--- config.mk ---
export PLATFORM = sky130hd
export DESIGN_NAME = fetch_stage
export DESIGN_NICKNAME = d
export VERILOG_FILES = /design/src/rtl/fetch_stage.sv
export SDC_FILE = /design/constraint.sdc
export NUM_CORES = 1
export LEC_CHECK = 0
export ABC_CLOCK_PERIOD_IN_PS = 3950
export BUFFER_PORTS_ARGS = -buffer_cell sky130_fd_sc_hd__buf_4
export CAP_MARGIN = 15
export CORE_ASPECT_RATIO = 1.4
export CORE_MARGIN = 2
export CORE_UTILIZATION = 57
export CTS_CLUSTER_SIZE = 14
export DETAILED_ROUTE_END_ITERATION = 16
export PLACE_DENSITY = 0.93
export SYNTH_ARGS = -nofsm -noshare
export SYNTH_HDL_FRONTEND = slang
export SYNTH_SLANG_ARGS = --single-unit
--- constraint.sdc ---
create_clock -name clk -period 3.95 [get_ports clk]
set_clock_uncertainty 0.1 [all_clocks]
set_input_delay 0.79 -clock clk [delete_from_list [all_inputs] [get_ports clk]]
set_output_delay 0.79 -clock clk [all_outputs]
set_load 0.01 [all_outputs]
--- src/rtl/fetch_stage.sv ---
// fetch_stage: RV32I instruction fetch with req/ready imem port, skid buffer and IF/ID register
module fetch_stage #(
  parameter int XLEN = 32,
  parameter logic [XLEN-1:0] RESET_PC = '0,
  parameter logic [XLEN-1:0] NOP_INSTR = XLEN'(32'h13)
) (
  input  logic            clk,
  input  logic            reset,
  input  logic            stall,
  input  logic            redirect_valid,
  input  logic [XLEN-1:0] redirect_pc,
  output logic            imem_req,
  output logic [XLEN-1:0] imem_addr,
  input  logic [XLEN-1:0] imem_rdata,
  input  logic            imem_ready,
  output logic            if_id_valid,
  output logic [XLEN-1:0] if_id_instr,
  output logic [XLEN-1:0] if_id_pc,
  output logic [XLEN-1:0] pc_out
);
  typedef enum logic [1:0] {FETCH, HOLD, DROP} state_t;
  state_t state;
  logic [XLEN-1:0] pc, skid, pend, tgt;
  assign tgt = redirect_pc & ~XLEN'(3);
  // pc is not advanced while a request is outstanding, so it doubles as the stale address in DROP
  assign imem_req = reset && state != HOLD;
  assign imem_addr = pc;
  assign pc_out = pc;
  always_ff @(posedge clk) begin
    if (!reset) begin
      state <= FETCH;
      pc <= RESET_PC;
      skid <= NOP_INSTR;
      pend <= '0;
      if_id_valid <= 1'b0;
      if_id_instr <= NOP_INSTR;
      if_id_pc <= '0;
    end else if (redirect_valid) begin
      if_id_valid <= 1'b0;
      if_id_instr <= NOP_INSTR;
      if_id_pc <= '0;
      if (state != HOLD && !imem_ready) begin
        pend <= tgt;
        state <= DROP;
      end else begin
        pc <= tgt;
        state <= FETCH;
      end
    end else begin
      case (state)
        FETCH: if (imem_ready) begin
          if (stall) begin
            skid <= imem_rdata;
            state <= HOLD;
          end else begin
            if_id_valid <= 1'b1;
            if_id_instr <= imem_rdata;
            if_id_pc <= pc;
            pc <= pc + XLEN'(4);
          end
        end
        HOLD: if (!stall) begin
          if_id_valid <= 1'b1;
          if_id_instr <= skid;
          if_id_pc <= pc;
          pc <= pc + XLEN'(4);
          state <= FETCH;
        end
        DROP: if (imem_ready) begin
          pc <= pend;
          state <= FETCH;
        end
        default: state <= FETCH;
      endcase
    end
  end
endmodule
* Yosys cells after proc, flatten, opt, wreduce, memory -nomap -nowiden *
Cells that the tools add are included.

operators by class
  add/subtract/negate cells = 1
  eq/ne operators = 11
  muxes and demuxes = 23
  bitwise operators = 2
  reductions and logical operators = 13

operator list
  kind                                                                      number
  32-bit two-way mux                                                        10
  32-bit one-hot mux with 2 select lines                                    2
  32-bit one-hot mux with 3 select lines                                    1
  32-bit by 3-bit adder with 32-bit output (second input constant)          1
  4-bit AND reduction                                                       4
  2-bit two-way mux                                                         6
  3-bit inequality test (second input constant)                             4
  2-bit inequality test (second input constant)                             4
  2-bit one-hot mux with 3 select lines                                     1
  2-bit AND reduction                                                       2
  4-bit nonzero test                                                        1
  2-bit by 1-bit equality test with 1-bit output (second input constant)    1
  2-bit equality test (second input constant)                               1
  1-bit logical AND                                                         2
  2-bit zero test                                                           1
  1-bit two-way mux                                                         2
  2-bit by 1-bit inequality test with 1-bit output (second input constant)  1
  1-bit NOT                                                                 2
  1-bit one-hot mux with 2 select lines                                     1
  2-bit nonzero test                                                        1
  2-bit OR reduction                                                        1
  1-bit zero test                                                           1

word-level totals
  register bits after elaboration = 161
  bits of input ports = 69
  output and inout port bits = 130
  logic and storage cells = 57

* Longest topological paths before layout *
Gate-level depths: netlist of the first run.

  depth after elaboration = 5
  gate-level depth with buffers = 8
  mapped depth without buffers = 6

* Worst setup path after synthesis of the first run *
OpenSTA, ideal clock, no wires.

  path type = input to register
  start point = in stall
  end point = reg pc[15], in the netlist imem_addr[15]
  library setup time = 0.119 ns
  arrival time = 2.207 ns
  required time = 3.731 ns
  setup slack = 1.524 ns
  stages on the path = 7
  path buffers = 2
  cell sequence = nor3b_1 or2_2 nor2_1 buf_2 clkbuf_1 nand2_1 o221a_2

on the way
  cells in the longest elaborated chain, start to end = 4

RTL lines
  element                                   line  RTL
  from (decl)                               9     input logic stall,
  32-bit two-way mux *                      n/a
  32-bit two-way mux                        n/a
  32-bit one-hot mux with 3 select lines *  n/a
  32-bit two-way mux *                      n/a
  to (signal assigned)                      46    pc <= tgt;
  to (signal assigned)                      59    pc <= pc + XLEN'(4);
  to (signal assigned)                      66    pc <= pc + XLEN'(4);
  to (decl)                                 23    logic [XLEN-1:0] pc, skid, pend, tgt;

Mark *: on every way between the ends. The rest lies on a longest branch, timed or not. The select of a mux whose other input is x is not followed.
A chain may end at the register's enable or synchronous reset.

* Final worst setup path of the first run *
  start point = in redirect_valid
  end point = reg pc[30], in the netlist imem_addr[30]

on the way
  cells in the longest elaborated chain, start to end = 2
  elaborated cells on any way between the ends = 6
  those cells by class = 3 x eq/ne; 1 x mux; 2 x reduce/logical

RTL lines
  element                                                         line  RTL
  from (decl)                                                     10    input logic redirect_valid,
  3-bit inequality test (no source line) (tied with other cells)  n/a
  4-bit AND reduction (no source line)                            n/a

Several ways; a longest one is shown, not always the timed one.

==> impl_metrics.prom, run 1 <==
# TYPE chip_impl_metric gauge
chip_impl_metric{name="post_synth_fa_ha_maj_area_fraction",unit="%"} 0.1692
chip_impl_metric{name="detailedRoute.firstPassIterationCount",unit=""} 5
chip_impl_metric{name="worst_slew_margin_rel",unit="%"} 41.56
chip_impl_info{name="class_of_the_worst_hold_path",value="register to register"} 1
chip_impl_metric{name="fin_crit_sh",unit="%"} 67.94
chip_impl_metric{name="timing.hold.ws",unit="ns"} 0.3549
chip_impl_metric{name="synthesized_netlist_cell_count",unit=""} 950
chip_impl_metric{name="wl_per_cell",unit="um"} 17.98
chip_impl_info{name="setup.worst_path.class",value="input port to register"} 1
chip_impl_metric{name="power.density_cell_area",unit="nW/um^2"} 424.9
chip_impl_metric{name="static-leakage-power",unit="nW"} 3.872
chip_impl_metric{name="htree_num_levels",unit=""} 4
chip_impl_metric{name="vias_after_detailed_routing",unit=""} 7491
chip_impl_metric{name="synth_largest_type_area_fraction",unit="%"} 42.50
chip_impl_metric{name="post_cts_resized",unit=""} 0
chip_impl_info{name="cts-root-buf",value="clkbuf_16"} 1
chip_impl_metric{name="irDropWorstVdd",unit="mV"} 0.2989
chip_impl_metric{name="post_dp_cell_area",unit="um^2"} 8653
chip_impl_metric{name="global_route_total_overflow",unit=""} 0
chip_impl_metric{name="number_of_flops_mapped_to_enable_cells_by_yosys",unit=""} 0
chip_impl_metric{name="io_buffers",unit=""} 190
chip_impl_metric{name="place_hpwl",unit="um"} 14890
chip_impl_metric{name="synth-simple-area-share",unit="%"} 23.84
chip_impl_metric{name="max_slew.worst_pin.slew",unit="ns"} 0.8694
chip_impl_metric{name="pin_count",unit=""} 199
chip_impl_metric{name="vias_in_the_first_global_route",unit=""} 7190
chip_impl_metric{name="global_route_wire_length_before_repair",unit="um"} 35320
chip_impl_metric{name="filler_cell_count",unit=""} 1005
chip_impl_metric{name="numCtsBuffers",unit=""} 17
chip_impl_metric{name="layout-area-overhead-vs-synth",unit="%"} 25.19
chip_impl_info{name="synthTopCellsByArea",value="dfxtp_1, nand2_1, a21oi_1"} 1
chip_impl_metric{name="power",unit="mW"} 3.934
chip_impl_metric{name="grt_util_all_layers",unit="%"} 31.80
chip_impl_metric{name="floorplan.initialDensity",unit="%"} 58.00
chip_impl_metric{name="net_switching_fraction_of_the_power",unit="%"} 27.68
chip_impl_metric{name="finish.net_count",unit=""} 1142
chip_impl_metric{name="clkSlewWorstSetupHoldPaths",unit="ns"} 0.07
chip_impl_metric{name="core",unit="um^2"} 12750
chip_impl_metric{name="antenna_found_initial",unit=""} 3
chip_impl_metric{name="worst_skew_pair.late_latency",unit="ns"} 0.42
chip_impl_metric{name="die_width",unit="um"} 100.3
chip_impl_metric{name="final.setup.tns",unit="ns"} 0
chip_impl_metric{name="globalplace.congestion",unit=""} 0.8786
chip_impl_metric{name="critical_path_arrival",unit="ns"} 2.89
chip_impl_metric{name="tritoncts_num_sinks",unit=""} 157
chip_impl_metric{name="synth-seq-area-share",unit="%"} 42.50
chip_impl_metric{name="power_frac_comb",unit="%"} 13.3
chip_impl_metric{name="worst-path-max-fanout",unit=""} 60
chip_impl_metric{name="drive_gt1_share",unit="%"} 24.06
chip_impl_info{name="synth_top_area_cell",value="dfxtp_1"} 1
chip_impl_metric{name="yosys.area_share.xor_xnor",unit="%"} 0.5921
chip_impl_metric{name="yosys_register_bits",unit=""} 157
chip_impl_metric{name="drv_slew",unit=""} 0
chip_impl_metric{name="clockBufferDepth",unit=""} 2
chip_impl_info{name="worstSetupStartpointType",value="input port"} 1
chip_impl_metric{name="regArea",unit="um^2"} 3143
chip_impl_metric{name="switching_power",unit="mW"} 1.089
chip_impl_info{name="synthFlopType",value="dfxtp_1"} 1
chip_impl_metric{name="largest_net_degree_at_the_start_of_global_routing",unit=""} 89
chip_impl_metric{name="multi_input_area",unit="um^2"} 3732
chip_impl_metric{name="drc",unit=""} 0
chip_impl_info{name="end_kind",value="register"} 1
chip_impl_metric{name="synth_async_sr_flop_share",unit="%"} 0
chip_impl_metric{name="power.internal",unit="mW"} 2.845
chip_impl_info{name="cts_tree",value="built"} 1
chip_impl_metric{name="vias_per_cell",unit=""} 6.036
chip_impl_metric{name="ys_warn_count",unit=""} 0
chip_impl_metric{name="synth_cell_types",unit=""} 60
chip_impl_metric{name="postLayoutCellArea",unit="um^2"} 9259
chip_impl_info{name="unrepaired_setup_endpoints_after_global_routing",value="false"} 1
chip_impl_metric{name="mux_share_of_post_synthesis_cell_area",unit="%"} 5.447
chip_impl_metric{name="synth_area_in_compound_gates",unit="%"} 19.84
chip_impl_metric{name="critPathRequiredTime",unit="ns"} 4.15
chip_impl_metric{name="fp.dieArea",unit="um^2"} 13920
chip_impl_metric{name="route.antenna.remaining_nets",unit=""} 0
chip_impl_info{name="run_status",value="finished clean"} 1
chip_impl_metric{name="post-route-min-period",unit="ns"} 2.684
chip_impl_metric{name="ctsHoldBuffers",unit=""} 0
chip_impl_metric{name="synth.avg_cell_area",unit="um^2"} 7.785
chip_impl_metric{name="wirelength",unit="um"} 22310
chip_impl_metric{name="site_row_count",unit=""} 49
chip_impl_metric{name="1st_iter_drt_viols",unit=""} 501
chip_impl_metric{name="post_synth_instance_area",unit="um^2"} 7396
chip_impl_metric{name="cts.repair_timing.setup_buffer_count",unit=""} 0
chip_impl_metric{name="report.final.hold_viol_count",unit=""} 0
chip_impl_metric{name="max_clock_freq",unit="MHz"} 372.6
chip_impl_metric{name="maxCapViolCount",unit=""} 0
chip_impl_metric{name="p_clk_share",unit="%"} 42.4
chip_impl_metric{name="sequentialPowerShare",unit="%"} 44.3
chip_impl_metric{name="die_height",unit="um"} 138.8
chip_impl_metric{name="report.final.setup_viol",unit=""} 0
chip_impl_info{name="synth_top_family_by_area",value="simple AND/OR/NAND/NOR gates"} 1
[cell type report]
type,instances,area share [%]
well taps,153,2.068
clock inverters,13,1.676
clock buffers,19,4.784
repair buffers,206,16.97
multi-input cells,686,40.31
diodes,3,0.08108
inverters,4,0.1622
flip-flops and latches,157,33.95
[final timing paths]
kind,slack (ns),cells after the start,start,to
hold / removal,0.35,2,pend[10]$_SDFFE_PN0P_,pend[10]$_SDFFE_PN0P_
setup reg to reg,1.42,6,state[1]$_SDFFE_PN0P_,imem_addr[31]$_SDFFE_PN0P_
hold reg to reg,0.35,2,pend[10]$_SDFFE_PN0P_,pend[10]$_SDFFE_PN0P_
setup / recovery,1.27,7,redirect_valid,imem_addr[30]$_SDFFE_PN0P_
[power groups by stage]
stage	registers [mW]	logic, mW	clock network, mW
4_1_cts	1.74	0.520	1.68
3_5_place_dp	1.78	0.515	0
3_3_place_gp	1.77	0.500	0
6_report	1.74	0.524	1.67
5_1_grt	1.75	0.567	1.75
2_1_floorplan	1.76	0.310	0
[cell usage in the layout, fill, tap and decap left out, types with 4 or more instances in the layout]
cell type,n
nand2_1,237
buf_4,204
dfxtp_1,157
a21oi_1,118
nor2_1,57
a211oi_1,40
mux2i_1,38
o21ai_0,29
nand3_1,19
nor3_1,17
clkbuf_16,17
and3_1,12
o211ai_1,9
nand4_1,8
nor4_1,6
conb_1,6
nand2b_1,5
nor4b_1,5
a31oi_1,5
o221a_2,5
a221o_1,4
o32ai_1,4
inv_6,4
[flip-flops by register name, indices dropped and copies added (netlist names)]
name / flops
if_id_instr: 32
skid: 32
if_id_pc: 30
imem_addr: 30
pend: 30
state: 2
if_id_valid: 1
[kinds of logic (layout without fill, tap and decap cells)]
family	count (synthesis)	after routing
other	1	9
buffers and inverters	112	242
DFF	157	157
xor gates and xnor gates	5	5
adders and majority gates	1	1
muxes	40	40
and+or+nand+nor	397	397
AOI/OAI and AO/OA	237	237
[worst max-delay path, stage by stage]
cell and delay (ns):
buf_4 0.47, nor3b_1 0.18, or2_2 0.38, nor2_2 0.11, buf_4 0.24, mux2_2 0.36
a221o_1 0.34
[metal layers]
metal	track usage [%]	up-vias	routed length, um
met1	34.80	3494	7948
met4	21.49	0	1085
met3	6.351	84	1655
met2	54.47	393	11620
li1	-	3520	-
met5	0	-	0
[through the flow]
stage / setup WS (ns) / std cells / utilization [%]
floorplan: 1.524 / 955 / -
global placement: 0.9167 / 1206 / 67.86
detailed placement: 0.8757 / 1206 / 67.86
CTS: 1.306 / 1238 / 72.55
global route: 1.175 / 1241 / 72.61
finish: 1.266 / 1241 / 72.61
[cell usage after synthesis, types with 9 or more instances]
cell	count
o211ai_1	9
mux2i_1	38
nor3_1	18
a21oi_1	118
and3_1	12
dfxtp_1	157
o21ai_0	29
nand3_1	19
nor2_1	58
clkbuf_1	67
buf_4	36
nand2_1	238
a211oi_1	40
Power figures use the tool's default switching activity.
==> run 2, diff against run 1 <==
- ABC_AREA: default -> 1
- ABC_CLOCK_PERIOD_IN_PS: 3950 -> 2300
- CORE_UTILIZATION: 57 -> 48
- PLACE_DENSITY: 0.93 -> 0.84
- clock period: 3.95 -> 2.3 ns (I/O delays scaled with it)
==> run 2 against run 1 <==
Compared with the run above:
- critical path depth is 2 lower
- largest power group is now clock
- non-clock buffer count grew 14
- die area is 18% higher
- critical path type is now register to primary output
==> impl_metrics.prom, run 2 <==
# TYPE chip_impl_metric gauge
chip_impl_metric{name="worst-path-max-fanout",unit=""} 30
chip_impl_metric{name="synth_cell_types",unit=""} 32
chip_impl_metric{name="wl_met2",unit="um"} 11450
chip_impl_info{name="reg2reg_from",value="imem_addr[2]$_SDFFE_PN0P_"} 1
chip_impl_info{name="run_status",value="finished clean"} 1
chip_impl_info{name="crit_chain",value="inv_1 -> nor2_4 -> buf_6 -> nor2_1 -> buf_4"} 1
chip_impl_metric{name="cts.repair_timing.setup_buffer_count",unit=""} 0
chip_impl_info{name="highest_count_cells_in_the_layout_ignoring_fill_and_taps",value="nand2_1, buf_4, nor2_1"} 1
chip_impl_metric{name="htree_num_levels",unit=""} 4
chip_impl_metric{name="static-leakage-power",unit="nW"} 4.136
chip_impl_info{name="cts_tree",value="built"} 1
chip_impl_metric{name="vias_per_cell",unit=""} 5.239
chip_impl_info{name="cts-root-buf",value="clkbuf_16"} 1
chip_impl_metric{name="vias_after_detailed_routing",unit=""} 7565
chip_impl_metric{name="die_height",unit="um"} 151.0
chip_impl_metric{name="fin_crit_sh",unit="%"} 92.24
chip_impl_info{name="class_of_the_worst_hold_path",value="input port to register"} 1
chip_impl_metric{name="globalplace.congestion",unit=""} 0.9586
chip_impl_metric{name="drv_slew",unit=""} 0
chip_impl_info{name="synth.top_cells.by_count",value="nand2_1, nor2_1, dfxtp_1"} 1
chip_impl_metric{name="route.antenna.remaining_nets",unit=""} 0
chip_impl_metric{name="worst_skew_pair.late_latency",unit="ns"} 0.43
chip_impl_metric{name="wirelength",unit="um"} 22670
chip_impl_metric{name="1st_iter_drt_viols",unit=""} 609
chip_impl_metric{name="route.met3.wl",unit="um"} 1554
chip_impl_metric{name="synthesized_netlist_cell_count",unit=""} 1095
chip_impl_metric{name="largest_net_degree_at_the_start_of_global_routing",unit=""} 99
chip_impl_metric{name="fp.dieArea",unit="um^2"} 16460
chip_impl_metric{name="maxCapViolCount",unit=""} 0
chip_impl_metric{name="post-route-min-period",unit="ns"} 2.122
chip_impl_metric{name="report.final.hold_viol_count",unit=""} 0
chip_impl_metric{name="number_of_flops_mapped_to_enable_cells_by_yosys",unit=""} 0
chip_impl_info{name="synthFlopType",value="dfxtp_1"} 1
chip_impl_metric{name="antenna_found_initial",unit=""} 0
chip_impl_metric{name="critical_path_arrival",unit="ns"} 1.56
chip_impl_info{name="layout.cells.most_common",value="nand2_1"} 1
chip_impl_metric{name="max_slew.worst_pin.slew",unit="ns"} 0.5576
chip_impl_info{name="top_layer",value="met4"} 1
chip_impl_metric{name="layout-area-overhead-vs-synth",unit="%"} 27.05
chip_impl_metric{name="global_route_wire_length_before_repair",unit="um"} 35130
chip_impl_info{name="slowest_cell_on_crit_path",value="dfxtp_1"} 1
chip_impl_info{name="synthTopCellsByArea",value="dfxtp_1, nand2_1, o21ai_0"} 1
chip_impl_metric{name="report.final.setup_viol",unit=""} 0
chip_impl_info{name="reg_top3",value="if_id_instr: 32 flops, skid: 32 flops"} 1
chip_impl_metric{name="irDropWorstVdd",unit="mV"} 0.5135
chip_impl_info{name="end_kind",value="primary output"} 1
chip_impl_metric{name="dpl.cell_count",unit=""} 1412
chip_impl_metric{name="timing.hold.ws",unit="ns"} 0.1492
chip_impl_metric{name="finalWorstSetupSlack",unit="ns"} 0.1784
chip_impl_metric{name="finish.net_count",unit=""} 1309
chip_impl_info{name="unrepaired_setup_endpoints_after_global_routing",value="false"} 1
chip_impl_metric{name="clockBufferDepth",unit=""} 2
chip_impl_metric{name="worst_slack_placed",unit="ns"} 0.2498
chip_impl_metric{name="wl_per_cell",unit="um"} 15.70
chip_impl_metric{name="synth_largest_type_area_fraction",unit="%"} 42.41
chip_impl_metric{name="post-route-util",unit="%"} 62.55
chip_impl_metric{name="yosys_register_bits",unit=""} 157
chip_impl_metric{name="place_hpwl",unit="um"} 16020
chip_impl_metric{name="power.density_cell_area",unit="nW/um^2"} 749.2
chip_impl_metric{name="synth.avg_cell_area",unit="um^2"} 6.768
chip_impl_metric{name="clkSlewWorstSetupHoldPaths",unit="ns"} 0.06
chip_impl_metric{name="detailedRoute.firstPassIterationCount",unit=""} 5
chip_impl_metric{name="global_route_total_overflow",unit=""} 0
chip_impl_metric{name="synth_async_sr_flop_share",unit="%"} 0
chip_impl_metric{name="post_synth_instance_area",unit="um^2"} 7411
chip_impl_metric{name="floorplan.initialDensity",unit="%"} 49.23
chip_impl_metric{name="drive_gt1_share",unit="%"} 21.41
chip_impl_metric{name="pin_count",unit=""} 199
chip_impl_metric{name="max_stage_delay",unit="ns"} 0.33
chip_impl_metric{name="ys_warn_count",unit=""} 0
chip_impl_metric{name="critPathRequiredTime",unit="ns"} 1.74
chip_impl_metric{name="numCtsBuffers",unit=""} 17
chip_impl_metric{name="drc",unit=""} 0
chip_impl_info{name="worstSetupStartpointType",value="register"} 1
chip_impl_info{name="post-synth-top-count-cell",value="nand2_1"} 1
chip_impl_metric{name="tritoncts_num_sinks",unit=""} 157
chip_impl_metric{name="io_buffers",unit=""} 190
chip_impl_info{name="synth_top_area_cell",value="dfxtp_1"} 1
chip_impl_metric{name="die_width",unit="um"} 109.0
chip_impl_metric{name="power",unit="mW"} 7.054
chip_impl_metric{name="worst_slew_margin_rel",unit="%"} 62.83
chip_impl_metric{name="max_clock_freq",unit="MHz"} 471.3
chip_impl_metric{name="grt_util_all_layers",unit="%"} 27.79
chip_impl_metric{name="synth-seq-area-share",unit="%"} 42.41
chip_impl_metric{name="site_row_count",unit=""} 53
chip_impl_metric{name="vias_in_the_first_global_route",unit=""} 7047
chip_impl_metric{name="core",unit="um^2"} 15050
chip_impl_info{name="worstHoldStart",value="imem_rdata[1]"} 1
chip_impl_metric{name="postLayoutCellArea",unit="um^2"} 9415
chip_impl_metric{name="final.setup.tns",unit="ns"} 0
chip_impl_metric{name="num_antenna_cells",unit=""} 0
chip_impl_info{name="setup.worst_path.class",value="register to primary output"} 1
chip_impl_metric{name="post_dp_cell_area",unit="um^2"} 8782
chip_impl_info{name="critPathLaunch",value="state[0]$_SDFFE_PN0P_"} 1
chip_impl_metric{name="post_layout_nonfiller_instances",unit=""} 1444
chip_impl_metric{name="detail_route.wirelength.met1",unit="um"} 8673
[run 2: changes by cell type after synthesis, moves of 8 or more]
cell      previous run  this run
nor3_1              18         1
a31oi_1              5        20
a311oi_1             0        10
inv_1                3        77
mux2i_1             38         0
o21ai_0             29       149
a21oi_1            118        84
nor2_1              58       193
and3_1              12         0
nand4_1              8         0
buf_2                3        17
a211oi_1            40         3
clkbuf_1            67        40
nand3_1             19        34
[run 2: metal layers]
metal / track usage, % / up-vias
li1: - / 3797
met1: 30.67 / 3435
met2: 48.88 / 279
met3: 5.981 / 54
met4: 15.38 / 0
met5: 0 / -
[run 2: kinds of logic after synthesis]
kind of cell / count (synthesis) / synth area share, %
compound gates: 276 / 19.82
buf+inv: 182 / 11.63
other cells: 1 / 0.05060
simple gates: 475 / 25.56
flops: 157 / 42.41
xor+xnor: 3 / 0.3546
fa+ha+maj: 1 / 0.1688
[run 2: repair_timing]
action	CTS	global route
hold buffers	0	0
resized for setup	0	1
endpoints found under the hold margin	0	0
setup endpoints to repair	0	1
[run 2: final timing paths]
path / to / slack (ns) / cells after the start
worst max-delay path: imem_req / 0.18 / 5
worst min-delay path: skid[1]$_SDFFE_PN1P_ / 0.15 / 3
worst max register to register: imem_addr[24]$_SDFFE_PN0P_ / 0.26 / 11
worst min register to register: pend[20]$_SDFFE_PN0P_ / 0.35 / 2
[run 2: area by class of cell]
class                      instances  area (um^2)
fill                            1426         5638
multi-input combinational        761         3427
sequential                       157         3143
timing repair buffer             220         1668
clock buffer                      18        439.2
inverter                          82        307.8
tap                              192        240.2
clock inverter                    14        190.2
[run 2: report_power, final]
group          internal, mW  switching (mW)
clock                  1.85            1.18
sequential             2.87           0.129
combinational         0.433           0.593
total                  5.15            1.91
[run 2: worst max-delay path, delay by kind of cell, from the launching register on]
kind	cells	cell delay, ns
buffers and inverters	3	0.51
flip-flops	1	0.33
AND/OR/NAND/NOR	2	0.28
==> run 3, diff against run 2 <==
--- a/config.mk
+++ b/config.mk
@@ -12,7 +12,6 @@
 export CORE_ASPECT_RATIO = 1.4
-export CORE_MARGIN = 2
-export CORE_UTILIZATION = 48
+export CORE_UTILIZATION = 45
 export CTS_CLUSTER_SIZE = 14
 export DETAILED_ROUTE_END_ITERATION = 16
-export PLACE_DENSITY = 0.84
+export PLACE_DENSITY = 0.8
 export SYNTH_ARGS = -nofsm -noshare
--- a/constraint.sdc
+++ b/constraint.sdc
@@ -4,2 +4,2 @@
 set_output_delay 0.46 -clock clk [all_outputs]
-set_load 0.01 [all_outputs]
+set_load 0.05 [all_outputs]
==> run 3 against run 2 <==
Compared with the run above:
- maximum frequency increased by 2.0%
- final cell count increased by 0.28%
- cell area increased by 0.19%
- critical path depth increased by 6
- die area increased by 3.2%
- clock-buffer cell count increased by 3
- highest routed layer unchanged
==> impl_metrics.prom, run 3 (synthesized netlist as in run 2, its figures left out) <==
# TYPE chip_impl_metric gauge
chip_impl_metric{name="wl_per_cell",unit="um"} 14.84
chip_impl_metric{name="pin_count",unit=""} 199
chip_impl_metric{name="drive_gt1_share",unit="%"} 20.98
chip_impl_metric{name="clkSlewWorstSetupHoldPaths",unit="ns"} 0.06
chip_impl_metric{name="power.density_cell_area",unit="nW/um^2"} 775.2
chip_impl_info{name="reg2reg_from",value="imem_addr[2]$_SDFFE_PN0P_"} 1
chip_impl_metric{name="route.antenna.remaining_nets",unit=""} 0
chip_impl_metric{name="worst_slack_placed",unit="ns"} 0.1133
chip_impl_metric{name="multi_input_area",unit="um^2"} 3437
chip_impl_metric{name="max_clock_freq",unit="MHz"} 480.7
chip_impl_info{name="unrepaired_setup_endpoints_after_global_routing",value="false"} 1
chip_impl_metric{name="vias_after_detailed_routing",unit=""} 7569
chip_impl_metric{name="die_height",unit="um"} 153.8
chip_impl_metric{name="num_antenna_cells",unit=""} 0
chip_impl_metric{name="power_frac_comb",unit="%"} 19.7
chip_impl_metric{name="numCtsBuffers",unit=""} 17
chip_impl_metric{name="worst-path-max-fanout",unit=""} 7
chip_impl_metric{name="vias_in_the_first_global_route",unit=""} 6846
chip_impl_metric{name="maxCapViolCount",unit=""} 0
chip_impl_info{name="slowest_cell_on_crit_path",value="dfxtp_1"} 1
chip_impl_metric{name="worst_slew_margin_rel",unit="%"} 41.34
chip_impl_metric{name="critPathRequiredTime",unit="ns"} 2.55
chip_impl_info{name="worstSetupStartpointType",value="register"} 1
chip_impl_metric{name="htree_num_levels",unit=""} 4
chip_impl_metric{name="report.final.setup_viol",unit=""} 0
chip_impl_info{name="reg_top3",value="if_id_instr: 32 flops, skid: 32 flops"} 1
chip_impl_metric{name="1st_iter_drt_viols",unit=""} 681
chip_impl_metric{name="drc",unit=""} 0
chip_impl_metric{name="cts.repair_timing.setup_buffer_count",unit=""} 0
chip_impl_metric{name="site_row_count",unit=""} 55
chip_impl_info{name="run_status",value="finished clean"} 1
chip_impl_metric{name="filler_cell_count",unit=""} 1528
chip_impl_metric{name="worst_hold_path.num_cells",unit=""} 3
chip_impl_metric{name="critical_path_arrival",unit="ns"} 2.33
chip_impl_info{name="setup.worst_path.class",value="register to register"} 1
chip_impl_metric{name="tritoncts_num_sinks",unit=""} 157
chip_impl_metric{name="sequentialPowerShare",unit="%"} 40.9
chip_impl_metric{name="post-route-util",unit="%"} 58.58
chip_impl_metric{name="setup.reg_to_reg.worst_slack",unit="ns"} 0.22
chip_impl_metric{name="drv_slew",unit=""} 0
chip_impl_metric{name="post-route-min-period",unit="ns"} 2.080
chip_impl_info{name="crit_chain",value="ha_1 -> nand2_1 -> nor2_1 -> nand2_1 -> nor2_4 -> nand2_1 -> nand2_1 -> nand2_1 -> nand3_1 -> nand2_1 -> a21oi_1"} 1
chip_impl_metric{name="layout-area-overhead-vs-synth",unit="%"} 27.28
chip_impl_metric{name="power",unit="mW"} 7.312
chip_impl_metric{name="global_route_wire_length_before_repair",unit="um"} 34830
chip_impl_metric{name="finish.net_count",unit=""} 1309
chip_impl_metric{name="antenna_found_initial",unit=""} 0
chip_impl_metric{name="globalplace.congestion",unit=""} 0.9224
chip_impl_info{name="end_kind",value="register"} 1
chip_impl_info{name="cts-root-buf",value="clkbuf_16"} 1
chip_impl_metric{name="timing.hold.ws",unit="ns"} 0.1572
chip_impl_metric{name="clockBufferDepth",unit=""} 2
chip_impl_metric{name="vias_per_cell",unit=""} 5.227
chip_impl_metric{name="largest_net_degree_at_the_start_of_global_routing",unit=""} 73
chip_impl_metric{name="grt_util_all_layers",unit="%"} 25.63
chip_impl_metric{name="post_dp_cell_area",unit="um^2"} 8835
chip_impl_metric{name="report.final.hold_viol_count",unit=""} 0
chip_impl_info{name="r2r_end",value="imem_addr[14]$_SDFFE_PN0P_"} 1
chip_impl_metric{name="r2r.worst_path.cells",unit=""} 11
chip_impl_info{name="highest_count_cells_in_the_layout_ignoring_fill_and_taps",value="nand2_1, buf_4, nor2_1"} 1
chip_impl_metric{name="fin_crit_sh",unit="%"} 90.45
chip_impl_metric{name="static-leakage-power",unit="nW"} 4.131
chip_impl_info{name="cts_tree",value="built"} 1
chip_impl_metric{name="net_switching_fraction_of_the_power",unit="%"} 29.65
chip_impl_info{name="worstHoldStart",value="imem_rdata[1]"} 1
chip_impl_metric{name="detailedRoute.firstPassIterationCount",unit=""} 6
chip_impl_info{name="critPathLaunch",value="imem_addr[2]$_SDFFE_PN0P_"} 1
chip_impl_info{name="hold_path_end",value="skid[1]$_SDFFE_PN1P_"} 1
chip_impl_metric{name="wirelength",unit="um"} 21480
chip_impl_metric{name="irDropWorstVdd",unit="mV"} 0.5264
chip_impl_metric{name="p_clk_share",unit="%"} 39.4
chip_impl_info{name="layout.cells.most_common",value="nand2_1"} 1
chip_impl_metric{name="worst_skew_pair.late_latency",unit="ns"} 0.42
chip_impl_metric{name="max_stage_delay",unit="ns"} 0.47
chip_impl_metric{name="core",unit="um^2"} 16100
chip_impl_info{name="class_of_the_worst_hold_path",value="input port to register"} 1
chip_impl_metric{name="die_width",unit="um"} 110.5
chip_impl_metric{name="power.internal",unit="mW"} 5.144
chip_impl_metric{name="place_hpwl",unit="um"} 14760
chip_impl_metric{name="floorplan.initialDensity",unit="%"} 46.02
chip_impl_metric{name="post_layout_nonfiller_instances",unit=""} 1448
chip_impl_metric{name="switching_power",unit="mW"} 2.168
chip_impl_metric{name="io_buffers",unit=""} 190
chip_impl_metric{name="max_slew.worst_pin.slew",unit="ns"} 0.8751
chip_impl_metric{name="fp.dieArea",unit="um^2"} 16990
chip_impl_metric{name="finalWorstSetupSlack",unit="ns"} 0.2196
chip_impl_info{name="crit_path_frequent_cell",value="nand2_1"} 1
chip_impl_metric{name="postLayoutCellArea",unit="um^2"} 9433
chip_impl_metric{name="dpl.cell_count",unit=""} 1419
chip_impl_metric{name="global_route_total_overflow",unit=""} 0
chip_impl_metric{name="regArea",unit="um^2"} 3143
chip_impl_metric{name="final.setup.tns",unit="ns"} 0
run 3: worst max-delay path by stage:
stage / endpoint / slack (ns) / depth (start not counted)
4_1_cts: imem_addr[18]$_SDFFE_PN0P_ / 0.21 / 10
5_1_grt: imem_addr[18]$_SDFFE_PN0P_ / 0.03 / 10
3_5_place_dp: imem_addr[12]$_SDFFE_PN0P_ / 0.11 / 8
3_3_place_gp: imem_addr[11]$_SDFFE_PN0P_ / 0.19 / 8
2_1_floorplan: imem_addr[18]$_SDFFE_PN0P_ / 0.17 / 10
6_report: imem_addr[14]$_SDFFE_PN0P_ / 0.22 / 11
run 3: routing by layer:
metal	vias to the layer above	GRT usage, %	share of wire [%]	routed length [um]
met5	-	0	0	0
met3	56	4.769	6.0	1279
met4	0	12.89	3.9	842
li1	3785	-	-	-
met2	302	46.08	50	10790
met1	3426	28.77	40	8568
run 3: area by class of cell:
| type | count | share of cell area, % |
|---|---|---|
| sequential | 157 | 33.32 |
| clock buffer | 21 | 4.775 |
| inverter | 82 | 3.276 |
| multi-input combinational | 761 | 36.44 |
| timing repair buffer | 220 | 18.04 |
| tap | 199 | 2.640 |
| clock inverter | 8 | 1.512 |
run 3: power by group through the flow:
stage,Combinational (mW),Sequential (mW),Clock (mW)
detailed placement,1.44,3.05,0
finish,1.44,2.99,2.88
global route,1.55,3.01,3.07
global placement,1.42,3.04,0
floorplan,0.741,3.31,0
CTS,1.44,2.99,2.93
run 3: critical path, delay by kind of cell, from the launching register on:
family / cells / cell delay [ns]
compound gates: 1 / 0.11
fa+ha+maj: 1 / 0.23
flops: 1 / 0.47
simple gates: 9 / 1.10
run 3: what timing repair did:
action / 4_1_cts / 5_1_grt
setup endpoints to repair: 0 / 2
hold buffers: 0 / 0
gates resized for setup: 0 / 1
